## src/rtl/noc_pkg.sv

```systemverilog
// Shared NoC definitions: flit layout and flit construction helper.
package noc_pkg;

  localparam int unsigned FLIT_W        = 39;
  localparam int unsigned FLIT_DEST_LSB = 33;
  localparam int unsigned FLIT_DEST_W   = 4;
  localparam int unsigned FLIT_DATA_W   = 32;

  // Single-flit packet: head and tail markers set, reserved bit clear.
  typedef struct packed {
    logic                   head;
    logic                   tail;
    logic [FLIT_DEST_W-1:0] dest;
    logic                   rsvd;
    logic [FLIT_DATA_W-1:0] data;
  } flit_t;

  // Build a single-flit packet for the given destination and payload.
  function automatic flit_t make_flit(input logic [FLIT_DEST_W-1:0] dest,
                                      input logic [FLIT_DATA_W-1:0] data);
    flit_t f;
    f.head = 1'b1;
    f.tail = 1'b1;
    f.dest = dest;
    f.rsvd = 1'b0;
    f.data = data;
    return f;
  endfunction

endpackage

```

## src/rtl/rr_arbiter.sv

```systemverilog
// Combinational round-robin arbiter: first requester at or after i_ptr wins.
module rr_arbiter #(
  parameter int unsigned N    = 4,
  parameter int unsigned IdxW = (N > 1) ? $clog2(N) : 1
) (
  input  logic [N-1:0]    i_req,
  input  logic [IdxW-1:0] i_ptr,
  output logic [N-1:0]    o_gnt,
  output logic [IdxW-1:0] o_gnt_idx
);

  logic w_found;

  // Scan requesters starting at the pointer, wrapping once around.
  always_comb begin
    o_gnt     = '0;
    o_gnt_idx = '0;
    w_found   = 1'b0;
    for (int unsigned i = 0; i < N; i++) begin
      if (!w_found && i_req[IdxW'((32'(i_ptr) + i) % N)]) begin
        w_found                           = 1'b1;
        o_gnt[IdxW'((32'(i_ptr) + i) % N)] = 1'b1;
        o_gnt_idx                         = IdxW'((32'(i_ptr) + i) % N);
      end
    end
  end

endmodule

```

## src/rtl/pe_inject_arbiter.sv

```systemverilog
// Shares one router injection port between NUM_REQ sources; each accepted
// request becomes a timestamped single-flit packet, with per-source quotas.
module pe_inject_arbiter
  import noc_pkg::*;
#(
  parameter int unsigned NUM_REQ      = 4,
  parameter int unsigned AddressWidth = 4,
  parameter int unsigned PktLmit      = 20,
  parameter int unsigned CntWidth     = 32
) (
  input  logic                            clk,
  input  logic                            rst,
  input  logic                            i_start,
  input  logic [NUM_REQ-1:0]              i_req_valid,
  input  logic [NUM_REQ*AddressWidth-1:0] i_req_dest,
  output logic [NUM_REQ-1:0]              o_req_ready,
  output logic [FLIT_W-1:0]               o_data,
  output logic                            o_data_valid,
  input  logic                            i_data_ready,
  output logic [NUM_REQ*16-1:0]           o_sent,
  output logic                            o_done
);

  localparam int unsigned IdxW   = (NUM_REQ > 1) ? $clog2(NUM_REQ) : 1;
  localparam int unsigned SentW  = 16;
  localparam logic        LIMITED = (PktLmit != 0);

  logic [CntWidth-1:0]      r_cnt;
  logic [IdxW-1:0]          r_ptr;
  logic [NUM_REQ*SentW-1:0] r_sent;
  logic                     r_valid;
  logic [FLIT_W-1:0]        r_data;
  logic                     r_done;
  logic                     r_seen;

  logic [NUM_REQ-1:0]      w_exh;
  logic [NUM_REQ-1:0]      w_elig;
  logic [NUM_REQ-1:0]      w_gnt;
  logic [IdxW-1:0]         w_gnt_idx;
  logic                    w_slot_free;
  logic                    w_grant;
  logic                    w_valid_next;
  logic                    w_done_set;
  logic [AddressWidth-1:0] w_dest;
  logic [IdxW-1:0]         w_ptr_next;

  // Quota status per requester; unlimited mode never exhausts.
  always_comb begin
    w_exh = '0;
    for (int unsigned k = 0; k < NUM_REQ; k++) begin
      w_exh[k] = LIMITED && (r_sent[k*SentW +: SentW] == SentW'(PktLmit));
    end
  end

  assign w_elig      = {NUM_REQ{i_start}} & i_req_valid & ~w_exh;
  assign w_slot_free = !r_valid || i_data_ready;
  assign w_grant     = w_slot_free && (|w_elig);

  rr_arbiter #(
    .N    (NUM_REQ),
    .IdxW (IdxW)
  ) u_rr (
    .i_req     (w_elig),
    .i_ptr     (r_ptr),
    .o_gnt     (w_gnt),
    .o_gnt_idx (w_gnt_idx)
  );

  assign o_req_ready = w_grant ? w_gnt : '0;

  // Winner's destination, next pointer, slot occupancy and done condition.
  always_comb begin
    w_dest       = i_req_dest[32'(w_gnt_idx)*AddressWidth +: AddressWidth];
    w_ptr_next   = (32'(w_gnt_idx) == NUM_REQ - 1) ? '0 : IdxW'(w_gnt_idx + IdxW'(1));
    w_valid_next = w_grant || (r_valid && !i_data_ready);
    w_done_set   = LIMITED && (r_seen || i_start) && (&w_exh) && !w_valid_next;
  end

  // Counter, pointer, quota counters, output slot and done flag.
  always_ff @(posedge clk) begin
    if (rst) begin
      r_cnt   <= '0;
      r_ptr   <= '0;
      r_sent  <= '0;
      r_valid <= 1'b0;
      r_data  <= '0;
      r_done  <= 1'b0;
      r_seen  <= 1'b0;
    end else begin
      r_cnt  <= r_cnt + CntWidth'(1);
      r_seen <= r_seen || i_start;
      r_done <= r_done || w_done_set;
      r_valid <= w_valid_next;
      if (w_grant) begin
        r_ptr  <= w_ptr_next;
        r_data <= make_flit(FLIT_DEST_W'(w_dest), FLIT_DATA_W'(r_cnt));
      end
      for (int unsigned k = 0; k < NUM_REQ; k++) begin
        if (w_grant && w_gnt[k] && (r_sent[k*SentW +: SentW] != {SentW{1'b1}})) begin
          r_sent[k*SentW +: SentW] <= r_sent[k*SentW +: SentW] + SentW'(1);
        end
      end
    end
  end

  assign o_data       = r_data;
  assign o_data_valid = r_valid;
  assign o_sent       = r_sent;
  assign o_done       = r_done;

endmodule
```

## config.mk

```make
export PLATFORM = sky130hd
export DESIGN_NAME = pe_inject_arbiter
export DESIGN_NICKNAME = d
export VERILOG_FILES = /design/src/rtl/noc_pkg.sv /design/src/rtl/rr_arbiter.sv /design/src/rtl/pe_inject_arbiter.sv
export SDC_FILE = /design/constraint.sdc
export NUM_CORES = 1
export LEC_CHECK = 0
export ABC_AREA = 1
export CAP_MARGIN = 30
export CORE_UTILIZATION = 50
export DETAILED_ROUTE_END_ITERATION = 7
export GPL_TIMING_DRIVEN = 1
export PLACE_DENSITY = 0.87
export SETUP_SLACK_MARGIN = 0.4
export SYNTH_ARGS = -nofsm -noshare
export SYNTH_HDL_FRONTEND = slang
export SYNTH_SLANG_ARGS = --single-unit
```

## constraint.sdc

```tcl
create_clock -name clk -period 7.1 [get_ports clk]
set_input_delay 1.065 -clock clk [delete_from_list [all_inputs] [get_ports clk]]
set_output_delay 1.065 -clock clk [all_outputs]
set_load 0.005 [all_outputs]
```

== After elaboration in Yosys (flattened, before gate mapping) ==
Index checks and enable logic that the tools add are counted.
Word-level totals
  flip-flop bits (word level): 138
  latch bits: 0
  bits in writable memories: 0
  bits in read-only memories: 0
  input bits: 24
  output and inout port bits: 109
  word-level logic and storage cells: 103
  memories: 0
Operators by class
  add/sub/neg operators: 9
  multiply operators: 0
  div/mod/pow operators: 0
  magnitude comparators: 8
  equal/unequal tests: 9
  shift-type cells: 1
  mux-type cells: 29
  bitwise operators: 6
  reductions and logical operators: 31
Operators with widths (count)
  $add A16 B1 Y16 const B: 4
  $eq A16 B5 Y1 const B: 4
  $ne A16 B16 Y1 const B: 4
  $add A32 B1 Y32 const B: 1
  $mux W4: 5
  $logic_and A1 B1 Y1: 19
  $shiftx A16 B5 Y4: 1
  $lt A2 B3 Y1 const B: 4
  $or A4 B4 Y4: 3
  $mux W1: 11
  $mux W2: 5
  $and A4 B4 Y4: 2
  $bmux W1 S2: 4
  $demux W1 S2: 4
  $ge A2 B1 Y1 const B: 4
  $logic_not A1 Y1: 6
  $add A2 B1 Y2 const B: 2
  $add A2 B2 Y2 const B: 2
  $logic_or A1 B1 Y1: 4
  $not A4 Y4: 1
  $reduce_and A4 Y1: 1
  $reduce_or A4 Y1: 1
  $eq A2 B2 Y1 const B: 1

== Depth between registers and ports, before layout ==
Gate-level depths: netlist of run 1.
  word-level depth: 17
  depth in mapped cells: 19
  depth with buffers taken out: 19

== Cells and area by module ==
Synthesis of run 1 repeated with hierarchy kept, for this count alone.
Unflattened totals
  cells, all modules: 1300
  area, all modules: 8231.6 um2
Modules (own cells, without submodules)
  pe_inject_arbiter: times used 1, cells an instance 1227, area each 7792.5 um2, seq. area each 2762.6 um2
  rr_arbiter: times used 1, cells an instance 73, area each 439.2 um2, seq. area each 0.0 um2

== Least setup slack after synthesis of run 1 ==
OpenSTA, ideal clock, no wires.
  path type: input -> output
  start point: input i_start
  end point: output o_req_ready[0]
  arrival: 2.276 ns
  required time: 6.035 ns
  path slack: 3.759 ns
  stages: 10
  buffers on the path: 2
  cells stage by stage: nand2_1 -> inv_1 -> nand2_1 -> nand4_1 -> o21ai_2 -> inv_2 -> buf_2 -> clkbuf_1 -> nand2_1 -> inv_1
Between the ends
  cells in the longest elaborated chain, start to end: 15
  elaborated cells on any way between the ends: 29
  those cells by class: mux: 16; bitwise: 5; reduce/logical: 8
RTL lines
  from (decl): line pe_inject_arbiter.sv:13  | input logic i_start,
  $and A4 B4 Y4 * (2 in series): line pe_inject_arbiter.sv:55  | assign w_elig = {NUM_REQ{i_start}} & i_req_valid & ~w_exh;
  $bmux W1 S2: line rr_arbiter.sv:20  | if (!w_found && i_req[IdxW'((32'(i_ptr) + i) % N)]) begin
  $mux W1 (not written as such): line rr_arbiter.sv:20
  $mux W1: line rr_arbiter.sv:20
  $logic_not A1 Y1: line rr_arbiter.sv:20
  $logic_and A1 B1 Y1: line rr_arbiter.sv:20
  $mux W1: line rr_arbiter.sv:20
  $logic_not A1 Y1: line rr_arbiter.sv:20
  $logic_and A1 B1 Y1: line rr_arbiter.sv:20
  $mux W1: line rr_arbiter.sv:20
  $logic_not A1 Y1: line rr_arbiter.sv:20
  $logic_and A1 B1 Y1: line rr_arbiter.sv:20
  $mux W4: line rr_arbiter.sv:20
  $mux W4 *: line pe_inject_arbiter.sv:69  | assign o_req_ready = w_grant ? w_gnt : '0;
  to (decl): line pe_inject_arbiter.sv:16  | output logic [NUM_REQ-1:0] o_req_ready,
Every way passes the cells marked *; elsewhere a longest branch is shown, timed or not. The select of a mux whose other input is x is not followed.

== Worst setup path after layout of run 1 ==
  start point: input i_start
  end point: output o_req_ready[2]
Same word-level chain as after synthesis.

==> parameters.txt, run 1 <==
Parameter                              Value

Timing
  Post-route clock period utilization ... 65.35%
  Clock period minus final worst setup slack ... 4640 ps
  Setup repair after global routing missed its margin ... false
  Fmax ... 215.5 MHz
  Total negative slack for setup checks ... 0 ps
  WHS ... 455.9 ps
  Final hold violation count ... 0
  Actual transition at the worst max-transition pin ... 974.7 ps
  Final Max Tran Viols ... 0
  Max-slew headroom at the worst pin ... 35.02%
  Worst clock skew ... 10.87 ps
  Number of endpoints failing setup at the final stage ... 0

Flow run
  Number of max-cap violations ... 0

Clock network
  Largest buffer count on any clock path ... 2
  H-tree levels ... 4
  Inserted Clock Buffers ... 17
  Clock-pin slew on the worst setup and hold paths ... 60 ps
  Worst-skew pair later-pin latency ... 430 ps
  Hold-fix buffer count after cts ... 0
  Sinks on the clock net ... 138
  Post_cts resized ... 0
  Number of post-CTS setup repair buffers ... 0
  Clock tree root driver cell ... sky130_fd_sc_hd__clkbuf_16
  TritonCTS clock tree ... done

Synthesis
  Mean Syn Cell Area ... 7.076 um2
  Synthesized netlist cell count ... 1127
  Mapped Nets ... 1168
  #FFs+latches synth ... 138
  Number of distinct library cells after synthesis ... 40
  Warnings from Yosys ... 0
  Portion of the post-synthesis area used by sequential elements ... 34.64%
  Area of the mapped netlist ... 7975 um2

Setup path
  Worst EP arrival ... 3580 ps
  Worst setup path startpoint ... i_start
  Category of the critical setup timing path ... in -> out
  Critical path startpoint category ... primary input
  Timing endpoint of the critical path ... o_req_ready[2]
  Critical Path Fanout Max ... 59
  R2R setup slack ... 3660 ps
  Required time at the endpoint of the critical path ... 6030 ps
  Number of cells on the worst reg-to-reg path ... 13
  Worst reg2reg path endpoint ... o_sent[63]
  Capturing element type of the critical path ... primary output
  Reg-to-Reg Start ... o_sent[32]

Worst hold path
  Type of the most critical hold path ... reg -> reg
  Hold Crit Depth ... 2

Route
  Via/cell ratio ... 5.470
  Starting DRC count in detailed routing ... 662
  Average wire per cell in the routed design ... 14.13 um
  Met3 wire length ... 1.308 mm
  Total wire length ... 20.62 mm
  DRT Pass-1 Iters ... 6
  Metal2 WL ... 9.879 mm
  DR DRC count ... 0
  Count of nets left with antenna violations after detail routing ... 0
  Wl on met1 ... 9.010 mm
  Detailed-route via count ... 7981
  Max layer used ... met4

Global routing
  Initial antenna violation count ... 0
  Largest net degree at the start of global routing ... 87
  Aggregate global routing overflow ... 0
  First-pass GRT wire length ... 34.19 mm
  Via count of the first global-routing pass ... 7311
  All-Layer GR Usage ... 25.67%

Placed design
  Final weighted congestion in routability-driven placement ... 0.9401
  Port bufs ... 131
  Detailed placement HPWL ... 14.13 mm

Finish
  Most common cell after layout, fill and taps aside ... sky130_fd_sc_hd__nand2_1
  Post-layout util ... 64.09%
  Share of layout cells above drive strength 1 ... 7.772%
  Highest-count cells in the layout ignoring fill and taps ... 191 x sky130_fd_sc_hd__nand2_1, 138 x sky130_fd_sc_hd__dfxtp_1, 130 x sky130_fd_sc_hd__clkdlybuf4s50_1, 128 x sky130_fd_sc_hd__nor2_1, 121 x sky130_fd_sc_hd__inv_1
  N_diodes ... 0
  Post-synthesis to final-layout area growth ... 23.53%
  Number of nets at the end of the flow ... 1276
  Layout filler cell count ... 1298

Die
  Die height ... 128.3 um
  Count of boundary I/O pins ... 133
  Width of the chip ... 128.3 um
  Area of the core region ... 15370 um2
  Cell Rows ... 45
  Starting density of the core ... 51.88%
  DIE AREA ... 16460 um2

Power and ir drop
  Worst-case vdd ir drop ... 0.1951 mV
  Power density cells ... 247.7 nW/um2
  LEAKAGE ... 3.613 nW
  Total power ... 2.440 mW

Status
  Status ... completed
==> registers in the layout, summed over array words and instances, names as in the netlist <==
register / flops
r_cnt: 32
o_done: 1
o_data_valid: 1
r_seen: 1
o_sent: 64
o_data: 37
r_ptr: 2
==> through the flow <==
| stage | instances | cell area (um2) | setup slack, ps |
|---|---|---|---|
| floorplan | 1127 | 7975 | 3759 |
| global placement | 1427 | 9310 | 2560 |
| detailed placement | 1427 | 9310 | 2473 |
| CTS | 1459 | 9852 | 2472 |
| finish | 1459 | 9852 | 2460 |
| global route | 1459 | 9852 | 2319 |
==> cells by family after synthesis <==
group,Yosys count,synth area share [%]
and+or+nand+nor,580,36.35
other,1,0.04702
DFF,138,34.64
adders and majority gates,17,2.667
AOI/OAI and AO/OA,152,9.774
buffers and inverters,176,9.602
xor gates and xnor gates,63,6.919
==> worst max-delay path, stage by stage <==
cell	delay, ps
sky130_fd_sc_hd__clkdlybuf4s50_1	590
sky130_fd_sc_hd__nand2_1	80
sky130_fd_sc_hd__inv_1	130
sky130_fd_sc_hd__nand2_1	70
sky130_fd_sc_hd__nand4_1	140
sky130_fd_sc_hd__o21ai_2	210
sky130_fd_sc_hd__inv_4	540
sky130_fd_sc_hd__nand2_1	140
sky130_fd_sc_hd__inv_2	90
sky130_fd_sc_hd__clkdlybuf4s50_1	490
==> per-layer routing <==
| layer | up-vias | GRT usage (%) |
|---|---|---|
| met5 | - | 0 |
| met4 | 0 | 10.24 |
| met3 | 33 | 5.426 |
| met2 | 275 | 44.17 |
| met1 | 3720 | 31.08 |
| li1 | 3953 | - |
==> how the worst min path moves through the flow <==
stage | startpoint | to | slack [ps]
after floorplan | r_seen | r_seen | 420
after global placement | r_cnt[0] | r_cnt[0] | 440
after detailed placement | r_seen | r_seen | 440
after CTS | r_seen | r_seen | 450
after global routing | r_seen | r_seen | 470
final | r_seen | r_seen | 460
==> area by class of cell <==
| class | instances | area [um2] | share of cell area [%] |
|---|---|---|---|
| flip-flops and latches | 138 | 2763 | 28.04 |
| repair buffers | 134 | 1329 | 13.49 |
| inverters | 131 | 508.0 | 5.156 |
| clock buffers | 19 | 432.9 | 4.394 |
| well taps | 211 | 264.0 | 2.680 |
| clock inverters | 13 | 108.9 | 1.105 |
| multi-input cells | 813 | 4447 | 45.14 |
==> cells in the mapped netlist, drive strengths merged <==
library cell | number | share of area (%)
a21oi | 96 | 6.0
clkinv | 5 | 0.24
conb | 1 | 0.047
nor3 | 50 | 3.3
nor3b | 2 | 0.19
nand2 | 207 | 10
ha | 17 | 2.7
nor2 | 138 | 7.0
nor4 | 9 | 0.86
a211oi | 2 | 0.19
and3 | 1 | 0.078
bufinv | 1 | 0.22
xnor2 | 8 | 0.88
dfxtp | 138 | 35
nand4 | 72 | 6.1
nand3 | 101 | 8.3
buf | 21 | 2.1
inv | 125 | 5.9
o21ai | 49 | 3.1
clkbuf | 24 | 1.1
a31oi | 2 | 0.16
o21a | 3 | 0.28
xor2 | 55 | 6.0
==> report_power, final <==
group | switching, mW | internal, mW | total [mW] | leakage [nW]
clock network | 0.362 | 0.454 | 0.816 | 0.252
registers | 0.0497 | 0.819 | 0.869 | 1.12
logic | 0.483 | 0.273 | 0.756 | 2.24
total | 0.895 | 1.55 | 2.44 | 3.61
Note: power is estimated with default switching activity, not from simulation.
==> inputs of run 2 (changes only) <==
CORE_UTILIZATION = 49   (was 50)
PLACE_DENSITY = 0.88   (was 0.87)
clock period = 4.1 ns   (was 7.1 ns; I/O delays follow)
==> run 2 against run 1 <==
Effect of this change:
- critical path depth is 5 higher
- critical path type is now reg -> out
- sequential power grew 74%
- total power up 87%
- via count is 0.74% higher
- worst hold slack worse by 3.5 ps
- clock-buffer cell count up 1
==> parameters.txt, run 2 (synthesis gave the netlist of run 1 again) <==
Parameter                              Value

Timing
  Setup repair after global routing missed its margin ... false
  Actual transition at the worst max-transition pin ... 976.6 ps (+1.901 ps)
  Post-route clock period utilization ... 87.57%
  Final Max Tran Viols ... 0 (unchanged)
  Final hold violation count ... 0 (unchanged)
  Number of endpoints failing setup at the final stage ... 0 (unchanged)
  Total negative slack for setup checks ... 0 ps (unchanged)
  Clock period minus final worst setup slack ... 3590 ps
  WHS ... 452.4 ps (-3.495 ps)
  Max-slew headroom at the worst pin ... 34.82% (-0.20 points)
  Fmax ... 278.5 MHz
  Worst clock skew ... 9.179 ps (-1.689 ps)

Route
  DR DRC count ... 0 (unchanged)
  Starting DRC count in detailed routing ... 699 (+5.6%)
  Metal2 WL ... 10.33 mm (+4.6%)
  Total wire length ... 20.83 mm (+1.0%)
  Average wire per cell in the routed design ... 14.10 um (-0.26%)
  Max layer used ... met4
  Via/cell ratio ... 5.440 (-0.56%)
  Detailed-route via count ... 8040 (+0.74%)
  Wl on met1 ... 8.698 mm (-3.5%)
  Met3 wire length ... 1.292 mm (-1.2%)
  DRT Pass-1 Iters ... 7 (+1)
  Count of nets left with antenna violations after detail routing ... 0 (unchanged)

Setup path
  Worst reg2reg path endpoint ... o_sent[1]
  Capturing element type of the critical path ... primary output
  Worst EP arrival ... 2980 ps (-600 ps)
  Category of the critical setup timing path ... reg -> out
  Required time at the endpoint of the critical path ... 3480 ps (-2550 ps)
  Stage delay of the slowest cell on the critical path ... 490 ps (-100 ps)
  Number of cells on the worst reg-to-reg path ... 10 (-3)
  Critical Path Fanout Max ... 9 (-85%)
  Reg-to-Reg Start ... o_sent[1]
  Slowest cell on the critical path ... sky130_fd_sc_hd__clkdlybuf4s50_1
  List of cells traversed by the critical path ... inv_1, ha_1, nand3_1, nor2_2, nand2_2, nand3_2, nand2_2, nand2_1, nand2_4, nor2_4, nand3_2, nand4_4, nand2_1, inv_1, clkdlybuf4s50_1
  R2R setup slack ... 1250 ps (-2410 ps)
  Critical path startpoint category ... flip-flop

Clock network
  Clock tree root driver cell ... sky130_fd_sc_hd__clkbuf_16
  H-tree levels ... 4 (unchanged)
  Hold-fix buffer count after cts ... 0 (unchanged)
  TritonCTS clock tree ... done
  Inserted Clock Buffers ... 17 (unchanged)
  Largest buffer count on any clock path ... 2 (unchanged)
  Worst-skew pair later-pin latency ... 420 ps (about the same)
  Sinks on the clock net ... 138 (unchanged)
  Clock-pin slew on the worst setup and hold paths ... 60 ps (about the same)

Finish
  Share of layout cells above drive strength 1 ... 9.350% (+1.6 points)
  Post-synthesis to final-layout area growth ... 26.26%
  Max reg flops ... 64 (unchanged)
  N_diodes ... 0 (unchanged)
  Number of nets at the end of the flow ... 1291 (+1.2%)
  Number of cells in the finished layout apart from fillers ... 1478 (+1.3%)
  Most common cell after layout, fill and taps aside ... sky130_fd_sc_hd__nand2_1
  Highest-count cells in the layout ignoring fill and taps ... 191 x sky130_fd_sc_hd__nand2_1, 133 x sky130_fd_sc_hd__dfxtp_1, 130 x sky130_fd_sc_hd__clkdlybuf4s50_1, 127 x sky130_fd_sc_hd__nor2_1, 121 x sky130_fd_sc_hd__inv_1

Worst hold path
  Hold Crit Depth ... 2 (unchanged)
  End of the worst hold path ... r_seen
  Type of the most critical hold path ... reg -> reg
  Min-Delay Startpoint ... r_seen

Die
  DIE AREA ... 16790 um2 (+2.0%)
  Die height ... 129.6 um (+1.0%)
  Starting density of the core ... 50.20% (-1.7 points)
  Count of boundary I/O pins ... 133 (unchanged)
  Width of the chip ... 129.6 um (+1.0%)
  Area of the core region ... 15890 um2 (+3.3%)
  Cell Rows ... 46 (+2.2%)

Placed design
  Port bufs ... 131 (unchanged)
  Placed cell count ... 1437 (+0.70%)
  Detailed placement HPWL ... 14.48 mm (+2.5%)
  Final weighted congestion in routability-driven placement ... 0.9087 (-3.3%)

Global routing
  Via count of the first global-routing pass ... 7287 (-0.33%)
  Aggregate global routing overflow ... 0 (unchanged)
  First-pass GRT wire length ... 33.46 mm (-2.1%)
  Largest net degree at the start of global routing ... 86 (-1.1%)
  Initial antenna violation count ... 0 (unchanged)
  All-Layer GR Usage ... 24.89% (-0.77 points)

Flow run
  Number of max-cap violations ... 0 (unchanged)

Status
  Status ... completed

Power and ir drop
  LEAKAGE ... 3.739 nW (+3.5%)
  Power density cells ... 454.3 nW/um2 (+83%)
  Worst-case vdd ir drop ... 0.3199 mV (+64%)
==> run 2: worst max-delay path by stage <==
stage | from | end | slack [ps] | cells after the start
floorplan | r_ptr[0] | o_req_ready[0] | 1400 | 11
finish | o_sent[32] | o_req_ready[3] | 510 | 15
global route | o_sent[32] | o_req_ready[3] | 340 | 15
CTS | o_sent[32] | o_req_ready[3] | 440 | 15
global placement | i_start | o_req_ready[1] | 660 | 10
detailed placement | i_start | o_req_ready[2] | 580 | 10
==> run 2: cell type report <==
class	count	area, um2
flip-flops and latches	138	2771
clock inverters	11	158.9
clock buffers	20	456.7
well taps	216	270.3
fillers	1368	5816
inverters	131	510.5
multi-input cells	814	4468
repair buffers	148	1434
==> run 2: metal layers <==
metal	track usage, %	vias to the layer above
li1	-	3986
met5	0	-
met3	4.500	44
met2	43.06	291
met4	11.56	0
met1	29.93	3719
==> run 2: worst max-delay path: cells and delay by family (launching register included) <==
family	cells	cell delay [ps]
simple gates	11	1360
flops	1	340
buf+inv	3	650
fa+ha+maj	1	190
==> run 2: repair_timing <==
item                                    in CTS  in global routing
pin swaps                                    1                  3
gates resized for setup                      3                  6
setup buffers                                1                  8
endpoints found under the setup margin       3                  4
cloned                                       0                  1
==> run 2: power by group <==
part | switching (mW) | internal [mW]
clock | 0.605 | 0.997
sequential | 0.0824 | 1.42
combinational | 0.894 | 0.572
total | 1.58 | 2.99
==> run 2: per-stage QoR <==
stage	utilization (%)	setup slack [ps]	total power [mW]	instance area, um2
global route	63.39	340.7	4.795	10070
global placement	58.88	660.7	2.831	9354
detailed placement	58.88	583.0	2.867	9354
floorplan	-	1397	2.503	7975
CTS	62.84	440.9	4.485	9982
finish	63.39	509.8	4.574	10070
==> inputs of run 3 (changes only) <==
CORE_UTILIZATION = 50   (was 49)
CTS_BUF_LIST = sky130_fd_sc_hd__clkbuf_4 sky130_fd_sc_hd__clkbuf_8   (was default)
PLACE_DENSITY = 0.9   (was 0.88)
==> run 3 against run 2 <==
Effect of this change:
- clock power fell by 34%
- cell count down 0.54%
- sequential cell count did not move
- cell area is 2.6% lower
- global-route usage fell by 0.15 points
- highest routed layer unchanged
- first-iteration DRC count decreased by 26%
- worst setup slack improved by 75 ps
- critical path depth rose by 1
- clock-buffer cell count shrank 2
- non-clock buffer count fell by 3
- critical endpoint is now o_req_ready[2]
- die area fell by 2.0%
==> parameters.txt, run 3 (synthesis gave the netlist of run 1 again) <==
Parameter                              Value

Clock network
  Inserted Clock Buffers ... 17 (unchanged)
  H-tree levels ... 4 (unchanged)
  Clock-pin slew on the worst setup and hold paths ... 90 ps (+30 ps)
  Largest buffer count on any clock path ... 2 (unchanged)
  Worst-skew pair later-pin latency ... 460 ps (+40 ps)
  Sinks on the clock net ... 138 (unchanged)
  Clock tree root driver cell ... sky130_fd_sc_hd__clkbuf_8
  TritonCTS clock tree ... done
  Hold-fix buffer count after cts ... 0 (unchanged)

Global routing
  Grt met2 use ... 40.99% (-2.1 points)
  Routing usage on met1 ... 30.76% (+0.83 points)
  Via count of the first global-routing pass ... 7070 (-3.0%)
  All-Layer GR Usage ... 24.75% (-0.15 points)
  Largest net degree at the start of global routing ... 86 (unchanged)
  Most congested layer reported by global routing ... met2
  Initial antenna violation count ... 0 (unchanged)
  GR met3 Demand/Resource ... 5.092% (+0.59 points)
  First-pass GRT wire length ... 33.01 mm (-1.3%)
  Aggregate global routing overflow ... 0 (unchanged)

Timing
  Number of endpoints failing setup at the final stage ... 0 (unchanged)
  Clock period minus final worst setup slack ... 3515 ps (-74.70 ps)
  Total negative slack for setup checks ... 0 ps (unchanged)
  Post-route clock period utilization ... 85.74% (-1.8 points)
  Final hold violation count ... 0 (unchanged)
  Final Max Tran Viols ... 0 (unchanged)
  Fmax ... 284.5 MHz (+2.1%)
  Setup repair after global routing missed its margin ... false
  Worst clock skew ... 15.88 ps (+6.699 ps)
  Max-slew headroom at the worst pin ... 31.09% (-3.7 points)
  WHS ... 456.1 ps (+3.743 ps)
  Actual transition at the worst max-transition pin ... 1033 ps (+55.95 ps)

Die
  DIE AREA ... 16460 um2 (-2.0%)
  Die height ... 128.3 um (-0.99%)
  Area of the core region ... 15370 um2 (-3.2%)
  Starting density of the core ... 51.88% (+1.7 points)
  Cell Rows ... 45 (-2.2%)
  Width of the chip ... 128.3 um (-0.99%)
  Count of boundary I/O pins ... 133 (unchanged)

Power and ir drop
  LEAKAGE ... 3.618 nW (-3.2%)
  Power density cells ... 409.2 nW/um2 (-9.9%)
  Worst-case vdd ir drop ... 0.2700 mV (-16%)
  Total power ... 4.012 mW (-12%)

Finish
  Layout filler cell count ... 1326 (-3.1%)
  Total area of multi-input combinational cells ... 4464 um2 (about the same)
  Number of nets at the end of the flow ... 1287 (-0.31%)
  Post-synthesis to final-layout area growth ... 22.95%
  Post-layout util ... 63.79% (+0.40 points)
  Seq. cell area ... 2766 um2 (-0.18%)
  Post-layout instance area ... 9806 um2 (-2.6%)
  Most common cell after layout, fill and taps aside ... sky130_fd_sc_hd__nand2_1
  N_diodes ... 0 (unchanged)
  Highest-count cells in the layout ignoring fill and taps ... 191 x sky130_fd_sc_hd__nand2_1, 135 x sky130_fd_sc_hd__dfxtp_1, 130 x sky130_fd_sc_hd__clkdlybuf4s50_1, 126 x sky130_fd_sc_hd__nor2_1, 118 x sky130_fd_sc_hd__inv_1
  Max reg flops ... 64 (unchanged)
  Share of layout cells above drive strength 1 ... 9.452% (+0.10 points)

Placed design
  Port bufs ... 131 (unchanged)
  Placed Instance Area ... 9348 um2 (about the same)
  Detailed placement HPWL ... 14.23 mm (-1.8%)
  Final weighted congestion in routability-driven placement ... 0.9478 (+4.3%)

Setup path
  Critical Path Fanout Max ... 6 (-3)
  Worst EP arrival ... 2900 ps (-80 ps)
  Slowest cell on the critical path ... sky130_fd_sc_hd__clkdlybuf4s50_1
  List of cells traversed by the critical path ... inv_2, ha_1, nand3_1, nor2_2, nand2_2, nand3_2, nand2_1, nand2_2, nand2_4, nor2_8, buf_4, nand3_2, nand3_2, nand2_1, inv_2, clkdlybuf4s50_1
  Stage delay of the slowest cell on the critical path ... 500 ps (about the same)
  Critical path startpoint category ... flip-flop
  Category of the critical setup timing path ... reg -> out
  Cell repeated most along the worst path ... sky130_fd_sc_hd__nand3_2
  Required time at the endpoint of the critical path ... 3480 ps (about the same)
  Capturing element type of the critical path ... primary output

Route
  Total wire length ... 20.37 mm (-2.2%)
  DRT Pass-1 Iters ... 5 (-2)
  DR DRC count ... 0 (unchanged)
  Via/cell ratio ... 5.437 (about the same)
  Count of nets left with antenna violations after detail routing ... 0 (unchanged)
  Detailed-route via count ... 7993 (-0.58%)
  Average wire per cell in the routed design ... 13.85 um (-1.7%)
  Starting DRC count in detailed routing ... 516 (-26%)

Flow run
  Number of max-cap violations ... 0 (unchanged)

Worst hold path
  Type of the most critical hold path ... reg -> reg

Status
  Status ... completed
==> run 3: cell types whose count changed in the layout (fill, tap and decap cells not counted), moves of 3 or more <==
cell / change
sky130_fd_sc_hd__bufinv_16: -3
sky130_fd_sc_hd__clkbuf_8: +16
sky130_fd_sc_hd__inv_1: -3
sky130_fd_sc_hd__inv_8: +4
sky130_fd_sc_hd__buf_4: -5
sky130_fd_sc_hd__clkbuf_16: -17
sky130_fd_sc_hd__inv_2: +3
==> run 3: stage by stage <==
stage / std cells / setup slack (ps)
2_1_floorplan: 1127 / 1397
3_3_place_gp: 1432 / 665.2
3_5_place_dp: 1432 / 635.8
4_1_cts: 1466 / 485.4
5_1_grt: 1470 / 433.3
6_report: 1470 / 584.5
==> run 3: path summary, 6_finish.rpt <==
path,startpoint,endpoint,slack (ps),cells after the start
worst max-delay path,o_sent[32],o_req_ready[2],580,16
worst min-delay path,o_done,o_done,460,2
worst max register to register,o_sent[1],o_sent[48],1080,14
worst min register to register,o_done,o_done,460,2
==> run 3: repair_timing <==
item | in CTS | in global routing
setup buffers | 2 | 4
pin swaps | 2 | 1
gates resized for setup | 1 | 12
setup endpoints to repair | 2 | 4
==> run 3: cell type report <==
cell class	instances	area share, %
clock buffers	18	2.526
inverters	131	5.181
flip-flops and latches	138	28.21
multi-input cells	813	45.53
repair buffers	145	14.56
clock inverters	14	1.302
well taps	211	2.692
==> run 3: layer usage <==
layer	up-vias	wire length (um)	share of wire [%]
li1	3976	-	-
met1	3667	8932	44
met2	299	9692	48
met3	51	1203	5.9
met4	0	538	2.6
met5	-	0	0
==> run 3: power breakdown <==
group	switching, mW	total [mW]	internal [mW]	leakage, nW
registers	0.0765	1.50	1.42	1.12
logic	0.881	1.45	0.573	2.30
clock network	0.601	1.06	0.462	0.193
==> run 3: critical path: cells and delay by family, from the launching register on <==
family,cells,cell delay [ps]
adder cells (fa/ha/maj),1,160
buffers and inverters,4,810
flip-flops,1,370
AND/OR/NAND/NOR,11,1090
